## src/rtl/frac_sad_select.sv

```systemverilog
// Fractional SAD selector: accumulates 25 per-row quarter/half-pel SADs over a block,
// then scans the totals one per cycle and returns the cheapest offset over valid/ready.
module frac_sad_select #(
  parameter int unsigned ACC_W = 16
) (
  input  logic             clk,
  input  logic             rst,
  input  logic             in_valid,
  output logic             in_ready,
  input  logic             in_last,
  input  logic [59:0]      sad_uq,
  input  logic [59:0]      sad_uh,
  input  logic [59:0]      sad_middle,
  input  logic [59:0]      sad_lh,
  input  logic [59:0]      sad_lq,
  output logic             out_valid,
  input  logic             out_ready,
  output logic [ACC_W-1:0] best_sad,
  output logic [2:0]       best_dx,
  output logic [2:0]       best_dy,
  output logic             sat
);

  localparam int unsigned FW     = 12;
  localparam int unsigned NF     = 5;
  localparam int unsigned NC     = NF * NF;
  localparam int unsigned CW     = 5;
  localparam int unsigned CENTER = 12;

  typedef enum logic [1:0] {ACCUM, SEARCH, OUTPUT} state_t;

  state_t           r_state, w_next;
  logic [ACC_W-1:0] r_acc [NC];
  logic [CW-1:0]    r_cnt;
  logic [ACC_W-1:0] r_best;
  logic [2:0]       r_dx, r_dy;
  logic             r_sat, r_out_valid, r_in_ready;

  logic [59:0]      w_bus   [NF];
  logic [FW-1:0]    w_field [NC];
  logic [ACC_W:0]   w_wide  [NC];
  logic [ACC_W-1:0] w_sum   [NC];
  logic [NC-1:0]    w_ovf;
  logic [CW-1:0]    w_idx;
  logic [2:0]       w_v, w_j, w_cdx, w_cdy;
  logic [ACC_W-1:0] w_cand;
  logic             w_accept, w_load, w_done;

  // Accumulator index = vertical row (dy -2..+2) * 5 + horizontal slot (field 4..0).
  assign w_bus[0] = sad_uh;
  assign w_bus[1] = sad_uq;
  assign w_bus[2] = sad_middle;
  assign w_bus[3] = sad_lq;
  assign w_bus[4] = sad_lh;

  always_comb begin
    for (int v = 0; v < int'(NF); v++) begin
      for (int j = 0; j < int'(NF); j++) begin
        w_field[v*NF+j] = w_bus[v][FW*(NF-1-j) +: FW];
      end
    end
  end

  // Saturating per-accumulator add.
  always_comb begin
    for (int i = 0; i < int'(NC); i++) begin
      w_wide[i] = (ACC_W+1)'(r_acc[i]) + (ACC_W+1)'(w_field[i]);
      w_ovf[i]  = w_wide[i][ACC_W];
      w_sum[i]  = w_ovf[i] ? {ACC_W{1'b1}} : w_wide[i][ACC_W-1:0];
    end
  end

  // Scan: center first, then raster order skipping the center.
  always_comb begin
    if (r_cnt == '0)
      w_idx = CW'(CENTER);
    else if (r_cnt <= CW'(CENTER))
      w_idx = r_cnt - CW'(1);
    else
      w_idx = r_cnt;
    w_v    = 3'(w_idx / CW'(NF));
    w_j    = 3'(w_idx % CW'(NF));
    w_cand = r_acc[w_idx];
    w_cdy  = w_v - 3'd2;
    case (w_j)
      3'd0:    w_cdx = 3'b111;
      3'd1:    w_cdx = 3'b110;
      3'd3:    w_cdx = 3'b010;
      3'd4:    w_cdx = 3'b001;
      default: w_cdx = 3'b000;
    endcase
  end

  always_ff @(posedge clk or posedge rst) begin
    if (rst) r_state <= ACCUM;
    else     r_state <= w_next;
  end

  always_comb begin
    w_next   = r_state;
    w_accept = 1'b0;
    w_load   = 1'b0;
    w_done   = 1'b0;
    case (r_state)
      ACCUM: begin
        if (in_valid) begin
          w_accept = 1'b1;
          if (in_last) w_next = SEARCH;
        end
      end
      SEARCH: begin
        w_load = (r_cnt == '0) || (w_cand < r_best);
        if (r_cnt == CW'(NC-1)) w_next = OUTPUT;
      end
      OUTPUT: begin
        if (r_out_valid && out_ready) begin
          w_done = 1'b1;
          w_next = ACCUM;
        end
      end
      default: w_next = ACCUM;
    endcase
  end

  always_ff @(posedge clk or posedge rst) begin
    if (rst) begin
      for (int i = 0; i < int'(NC); i++) r_acc[i] <= '0;
      r_cnt       <= '0;
      r_best      <= '0;
      r_dx        <= '0;
      r_dy        <= '0;
      r_sat       <= 1'b0;
      r_out_valid <= 1'b0;
      r_in_ready  <= 1'b1;
    end else begin
      r_in_ready <= (w_next == ACCUM);
      r_cnt      <= (r_state == SEARCH) ? r_cnt + CW'(1) : '0;
      if (w_accept) begin
        for (int i = 0; i < int'(NC); i++) r_acc[i] <= w_sum[i];
        if (|w_ovf) r_sat <= 1'b1;
      end
      if (w_load) begin
        r_best <= w_cand;
        r_dx   <= w_cdx;
        r_dy   <= w_cdy;
      end
      // out_valid rises one cycle after the search completes.
      if (w_done) begin
        for (int i = 0; i < int'(NC); i++) r_acc[i] <= '0;
        r_sat       <= 1'b0;
        r_out_valid <= 1'b0;
      end else if (r_state == OUTPUT) begin
        r_out_valid <= 1'b1;
      end
    end
  end

  assign in_ready  = r_in_ready;
  assign out_valid = r_out_valid;
  assign best_sad  = r_best;
  assign best_dx   = r_dx;
  assign best_dy   = r_dy;
  assign sat       = r_sat;

endmodule

```

## config.mk

```make
export PLATFORM = sky130hd
export DESIGN_NAME = frac_sad_select
export DESIGN_NICKNAME = d
export VERILOG_FILES = /design/src/rtl/frac_sad_select.sv
export SDC_FILE = /design/constraint.sdc
export NUM_CORES = 2
export LEC_CHECK = 0
export CAP_MARGIN = 15
export CORE_ASPECT_RATIO = 0.8
export CORE_MARGIN = 5
export CORE_UTILIZATION = 67
export CTS_CLUSTER_SIZE = 28
export DETAILED_ROUTE_END_ITERATION = 12
export DONT_BUFFER_PORTS = 1
export MAX_ROUTING_LAYER = met4
export PLACE_DENSITY_LB_ADDON = 0.08
export SLEW_MARGIN = 10
export SYNTH_ARGS = -nofsm -noshare
export SYNTH_HDL_FRONTEND = slang
export SYNTH_SLANG_ARGS = --single-unit
```

## constraint.sdc

```tcl
create_clock -name clk -period 40.3 [get_ports clk]
set_input_delay 8.06 -clock clk [delete_from_list [all_inputs] [get_ports clk]]
set_output_delay 8.06 -clock clk [all_outputs]
set_load 0.005 [all_outputs]
```

# After elaboration in Yosys (flattened, before gate mapping)
# Index checks and enable logic that the tools add are counted.
# classes
n_reduce_logical	11
n_eq_ne	6
div_mod_pow	2
mux	49
bitwise_logic	1
addsub	28
n_lt_le_gt_ge	3
# op_table
operator	n
400-bit 2-to-1 mux	2
16-bit 2-to-1 mux	27
16-bit by 12-bit adder with 17-bit output	25
16-bit binary-select mux with 5-bit select	1
25-bit OR reduction	1
16-bit < comparator	1
5-bit 2-to-1 mux	3
3-bit case mux with 4 select lines	1
1-bit 2-to-1 mux	10
2-bit 2-to-1 mux	4
6-bit greater-or-equal comparator, second input constant	1
5-bit NOT with 6-bit output	1
2-bit case mux with 3 select lines	1
2-bit nonzero test	3
5-bit by 1-bit adder with 5-bit output, second input constant	1
5-bit by 3-bit divider with 5-bit output, second input constant	1
5-bit equality test, second input constant	1
5-bit by 4-bit <= comparator with 1-bit output, second input constant	1
5-bit zero test	1
5-bit by 3-bit modulo with 5-bit output, second input constant	1
5-bit by 1-bit subtractor with 5-bit output, second input constant	1
2-bit zero test	2
3-bit by 1-bit equality test with 1-bit output, second input constant	1
3-bit by 2-bit equality test with 1-bit output, second input constant	1
other kinds (8)	8
# totals
ff_bits	432
inputBits	305

# Longest topological paths before layout
# depth
word_depth	10
depth_mapped	27
mapped_depth_nobuf	21

# Worst setup path before layout
# OpenSTA, ideal clock, no wires.
# synth_timing
path_type	input -> register
start	in sad_uh[36]
end	reg r_acc[381] (netlist bit)
path_stages	12
setup_slack_ns	29.806
path_buffers	1
t_arrival_ns	10.429
required_time_ns	40.236
setup_time_ns	0.064
path_cell_list	ha_1 -> inv_1 -> fa_1 -> nor2b_1 -> o21ai_0 -> a21boi_0 -> o31ai_1 -> a311o_1 -> or3b_2 -> clkbuf_1 -> a31oi_1 -> o21a_1
# synth_via
elab_chain_cells	4
# synth_lines
item	line_no	text
start, declared	12	input logic [59:0] sad_uh,
16-bit by 12-bit adder with 17-bit output	67	w_wide[i] = (ACC_W+1)'(r_acc[i]) + (ACC_W+1)'(w_field[i]);
16-bit 2-to-1 mux	69	w_sum[i] = w_ovf[i] ? {ACC_W{1'b1}} : w_wide[i][ACC_W-1:0];
400-bit 2-to-1 mux	138	if (w_accept) begin
400-bit 2-to-1 mux	148	if (w_done) begin
end, declared	33	logic [ACC_W-1:0] r_acc [NC];
# No other way between the ends. The select of a mux whose other input is x is not followed.
# A chain may end at the register's enable or synchronous reset.

# Final worst setup path
# layout_timing
start	in sad_uq[48]
end	reg r_sat (netlist: sat)
# layout_via
elab_chain_cells	4
# layout_lines
item	line_no	text
start, declared	11	input logic [59:0] sad_uq,
16-bit by 12-bit adder with 17-bit output	67	
25-bit OR reduction	140	if (|w_ovf) r_sat <= 1'b1;
2-bit nonzero test (no line)	-	
2-bit AND reduction (no line)	-	
end signal, assigned	132	r_sat <= 1'b0;
end signal, assigned	140	
end signal, assigned	150	r_sat <= 1'b0;
end, declared	37	logic r_sat, r_out_valid, r_in_ready;
# No other way between the ends.

==> results_dict.tcl <==
set metrics [dict create \
    cts.root.buffer_cell "sky130_fd_sc_hd__clkbuf_16" \
    post_cts_buffers 0 \
    max_capacitance_violation_count 0 \
    crit-reg2reg-launch "r_cnt[0]" \
    end_kind "flip-flop" \
    placementRows 75 \
    io_pins 330 \
    worstHoldPathType "flip-flop to flip-flop" \
    post_cts.resized_instances 0 \
    worstReg2RegEnd "best_sad[15]" \
    antenna_found_initial 6 \
    cp-start-kind "input port" \
    synthesis.yosys.warnings 0 \
    leakage_nw 17.5 \
    synth-main-ff-cell "sky130_fd_sc_hd__dfrtp_1" \
    avgSynthCellArea_um2 8.09 \
    holdCritStartpoint "r_state[1]" \
    grt_pass1_vias 30200 \
    final_layout_setup_total_negative_slack_ns 0 \
    critical_path_peak_fanout 14 \
    relSlewSlack 0.206 \
    slowest_stage "sky130_fd_sc_hd__nand3_1" \
    setup.worst_path.class "input port to flip-flop" \
    height_of_the_die_um 214 \
    htree_levels 2 \
    clock_pin_slew_worst_setup_and_hold_paths_ns 0.06 \
    worstPathBufferInverterCount 2 \
    nNetsFinal 4856 \
    viasPerCell 6.63 \
    layout_min_cycle_time_ns 10.77 \
    comb_power_share 0.668 \
    drt_pass1_iterations 6 \
    worstHoldPathCells 1 \
    worst_path_dominant_cell_family "compound AO/OA/AOI/OAI gates" \
    outcome "complete, no violations" \
    die_w_um 266 \
    r2r_setup_slack_ns 32.84 \
    final_standard_cell_utilization_of_the_core 0.712 \
    worst_path_most_repeated_cell "sky130_fd_sc_hd__inv_1" \
    detailroute.via_count 32800 \
    finalMaxSlewViolations 0 \
    report.final.setup_viol 0 \
    power_switching_share 0.510 \
    globalplace.congestion 1.00 \
    p_sw_mw 2.09 \
    max_slew.worst_pin.slew_ns 1.16 \
    drt.antenna.violating_nets 0 \
    syn_nets 4976 \
    die-area_um2 56900 \
    place_area_um2 35400 \
    cp.arrival_ns 11.20 \
    max-clock-path-buffers 3 \
    final_hold_violations 0 \
    timing.clock.skew_ns 0.0190 \
    drt_iter0_drc 3868 \
    wirelength_per_cell_um 22.3 \
    post_cts_hold_buffer_count 0 \
    worst-r2r-cell-count 21 \
    achievable-frequency_mhz 92.9 \
    drc 0 \
    layout.cells.most_common "sky130_fd_sc_hd__nand2_1" \
    rsz_0062_raised_after_global_routing "no" \
    synth.distinct_cells 85 \
    ys_seq_area_frac 0.309 \
    max_stage_delay_ns 0.53 \
    hold-path-endpoint "r_state[0]" \
    groute.usage.overall 0.384 \
    synth_cells 4326 \
    detail_route.wirelength_um 110000 \
    worstSetupPathDepth 12 \
    placeableCoreArea_um2 52100 \
    layout_common_cells "sky130_fd_sc_hd__nand2_1, sky130_fd_sc_hd__a21oi_1, sky130_fd_sc_hd__dfrtp_1" \
    cp_data_required_time_ns 40.73 \
    fin_area_um2 37100 \
    overflow 0 \
    insertion_delay_to_the_later_sink_of_the_worst_skew_pair_ns 0.59 \
    dpl.cell_count 4849 \
    path_cells "ha_1, inv_1, fa_1, inv_1, a21o_1, a211oi_1, o211ai_1, a221o_1, nand3_1, nand4_1, nor4b_1, a22oi_1" \
    grt_start_max_net_pins 200 \
    crit_path_start "sad_uq[48]" \
    final_min_period_over_clock_period 0.267 \
    clock_sink_count 432 \
    irDropWorstVdd_mv 0.117 \
    share_of_total_power_in_sequential_cells 0.215 \
    ys_seq_elements 432 \
    areaGrowthSynthToFinish_pct 5.89 \
    cts_made_buffers 48 \
    asyncSetResetFlopFracSynth 1.00 \
    power-per-cell-area_nw_per_um2 110 \
    clock_power_share 0.117 \
    wire_length_of_the_first_global_routing_pass_um 172000 \
    initial_core_util 0.672 \
    synth_edf_count 0 \
    netlist_area_um2 35000 \
    finalNonFillerCells 4945 \
    drive_gt1_frac 0.0467 \
    numPortBuffers 0 \
    fillCellCount 4357 \
    intPower_mw 2.00 \
    cts_tree "yes" \
    detailedPlacementHpwl_um 79900 \
]
[stage by stage]
step	power, mW	hold WS [ns]	setup WS [ns]
global route	4.39	0.516	29.41
global placement	3.47	0.469	29.11
detailed placement	3.53	0.467	29.03
finish	4.09	0.495	29.53
CTS	4.02	0.480	29.65
floorplan	2.86	0.444	20.21
[layer usage]
| layer | wire [µm] | GRT usage | vias to the layer above |
|---|---|---|---|
| li1 | - | - | 15400 |
| met1 | 46800 | 0.539 | 15600 |
| met2 | 46900 | 0.549 | 1502 |
| met3 | 12100 | 0.0913 | 235 |
| met4 | 4340 | 0.130 | 0 |
| met5 | 0 | - | - |
[power by group through the flow]
stage	Sequential, mW	Clock [mW]	Combinational [mW]
2_1_floorplan	0.786	0	2.07
3_3_place_gp	0.868	0	2.60
3_5_place_dp	0.873	0	2.65
4_1_cts	0.869	0.481	2.67
5_1_grt	0.904	0.500	2.98
6_report	0.880	0.479	2.73
[cells by family (layout without fill, tap and decap cells)]
family / after synthesis / count (layout) / share of synthesized area
AND/OR/NAND/NOR: 1501 / 1501 / 0.195
AO/OA/AOI/OAI: 1361 / 1361 / 0.244
flip-flops: 432 / 432 / 0.309
buffers and inverters: 399 / 315 / 0.0455
adder cells (fa/ha/maj): 345 / 345 / 0.129
XOR/XNOR: 219 / 219 / 0.0548
multiplexers: 69 / 69 / 0.0227
other: 0 / 10 / 0
[final cells by class]
class,instances,area [µm²],area share
diodes,10,25.0,0.000675
clock buffers,73,1470,0.0396
clock inverters,13,215,0.00581
inverters,195,744,0.0201
multi-input cells,3495,22700,0.612
flip-flops and latches,432,10800,0.292
well taps,693,867,0.0234
repair buffers,34,268,0.00722
[sequential cells by signal (all words and copies together), names as in the netlist]
name and flops:
r_cnt 5, out_valid 1, best_dx 3, r_acc 400
best_dy 3, sat 1, best_sad 16, r_state 2
in_ready 1
[how the worst max path moves through the flow]
stage	to	slack [ns]
floorplan	best_dx[0]	20.21
global placement	sat	29.11
detailed placement	sat	29.03
CTS	sat	29.65
global route	sat	29.41
finish	sat	29.53
[cell usage after synthesis (17+ instances only)]
| master | number | area, µm² |
|---|---|---|
| sky130_fd_sc_hd__o211ai_1 | 36 | 270 |
| sky130_fd_sc_hd__clkbuf_1 | 132 | 495 |
| sky130_fd_sc_hd__o21a_1 | 43 | 323 |
| sky130_fd_sc_hd__nor3_1 | 83 | 415 |
| sky130_fd_sc_hd__inv_1 | 193 | 724 |
| sky130_fd_sc_hd__xor2_1 | 69 | 604 |
| sky130_fd_sc_hd__buf_1 | 35 | 131 |
| sky130_fd_sc_hd__dfrtp_1 | 431 | 10800 |
| sky130_fd_sc_hd__nand3_1 | 287 | 1440 |
| sky130_fd_sc_hd__a31o_2 | 24 | 210 |
| sky130_fd_sc_hd__ha_1 | 320 | 4000 |
| sky130_fd_sc_hd__o21bai_1 | 20 | 150 |
| sky130_fd_sc_hd__buf_2 | 30 | 150 |
| sky130_fd_sc_hd__a21o_1 | 143 | 1070 |
| sky130_fd_sc_hd__nor2_1 | 238 | 893 |
| sky130_fd_sc_hd__a2111o_1 | 22 | 248 |
| sky130_fd_sc_hd__xnor2_1 | 150 | 1310 |
| sky130_fd_sc_hd__and2_1 | 17 | 106 |
| sky130_fd_sc_hd__a21oi_1 | 485 | 2430 |
| sky130_fd_sc_hd__o21ai_0 | 221 | 1110 |
| sky130_fd_sc_hd__fa_1 | 25 | 500 |
| sky130_fd_sc_hd__a211oi_1 | 39 | 293 |
| sky130_fd_sc_hd__o31ai_1 | 21 | 158 |
| sky130_fd_sc_hd__nand4_1 | 34 | 213 |
| sky130_fd_sc_hd__a31oi_1 | 153 | 957 |
| sky130_fd_sc_hd__mux2i_1 | 47 | 470 |
| sky130_fd_sc_hd__nand2b_1 | 33 | 206 |
| sky130_fd_sc_hd__nor2b_1 | 39 | 244 |
| sky130_fd_sc_hd__nand2_1 | 639 | 2400 |
| sky130_fd_sc_hd__mux2_4 | 20 | 300 |
| sky130_fd_sc_hd__and3_1 | 60 | 375 |
| sky130_fd_sc_hd__a21boi_0 | 24 | 180 |
Power figures use the tool's default switching activity.
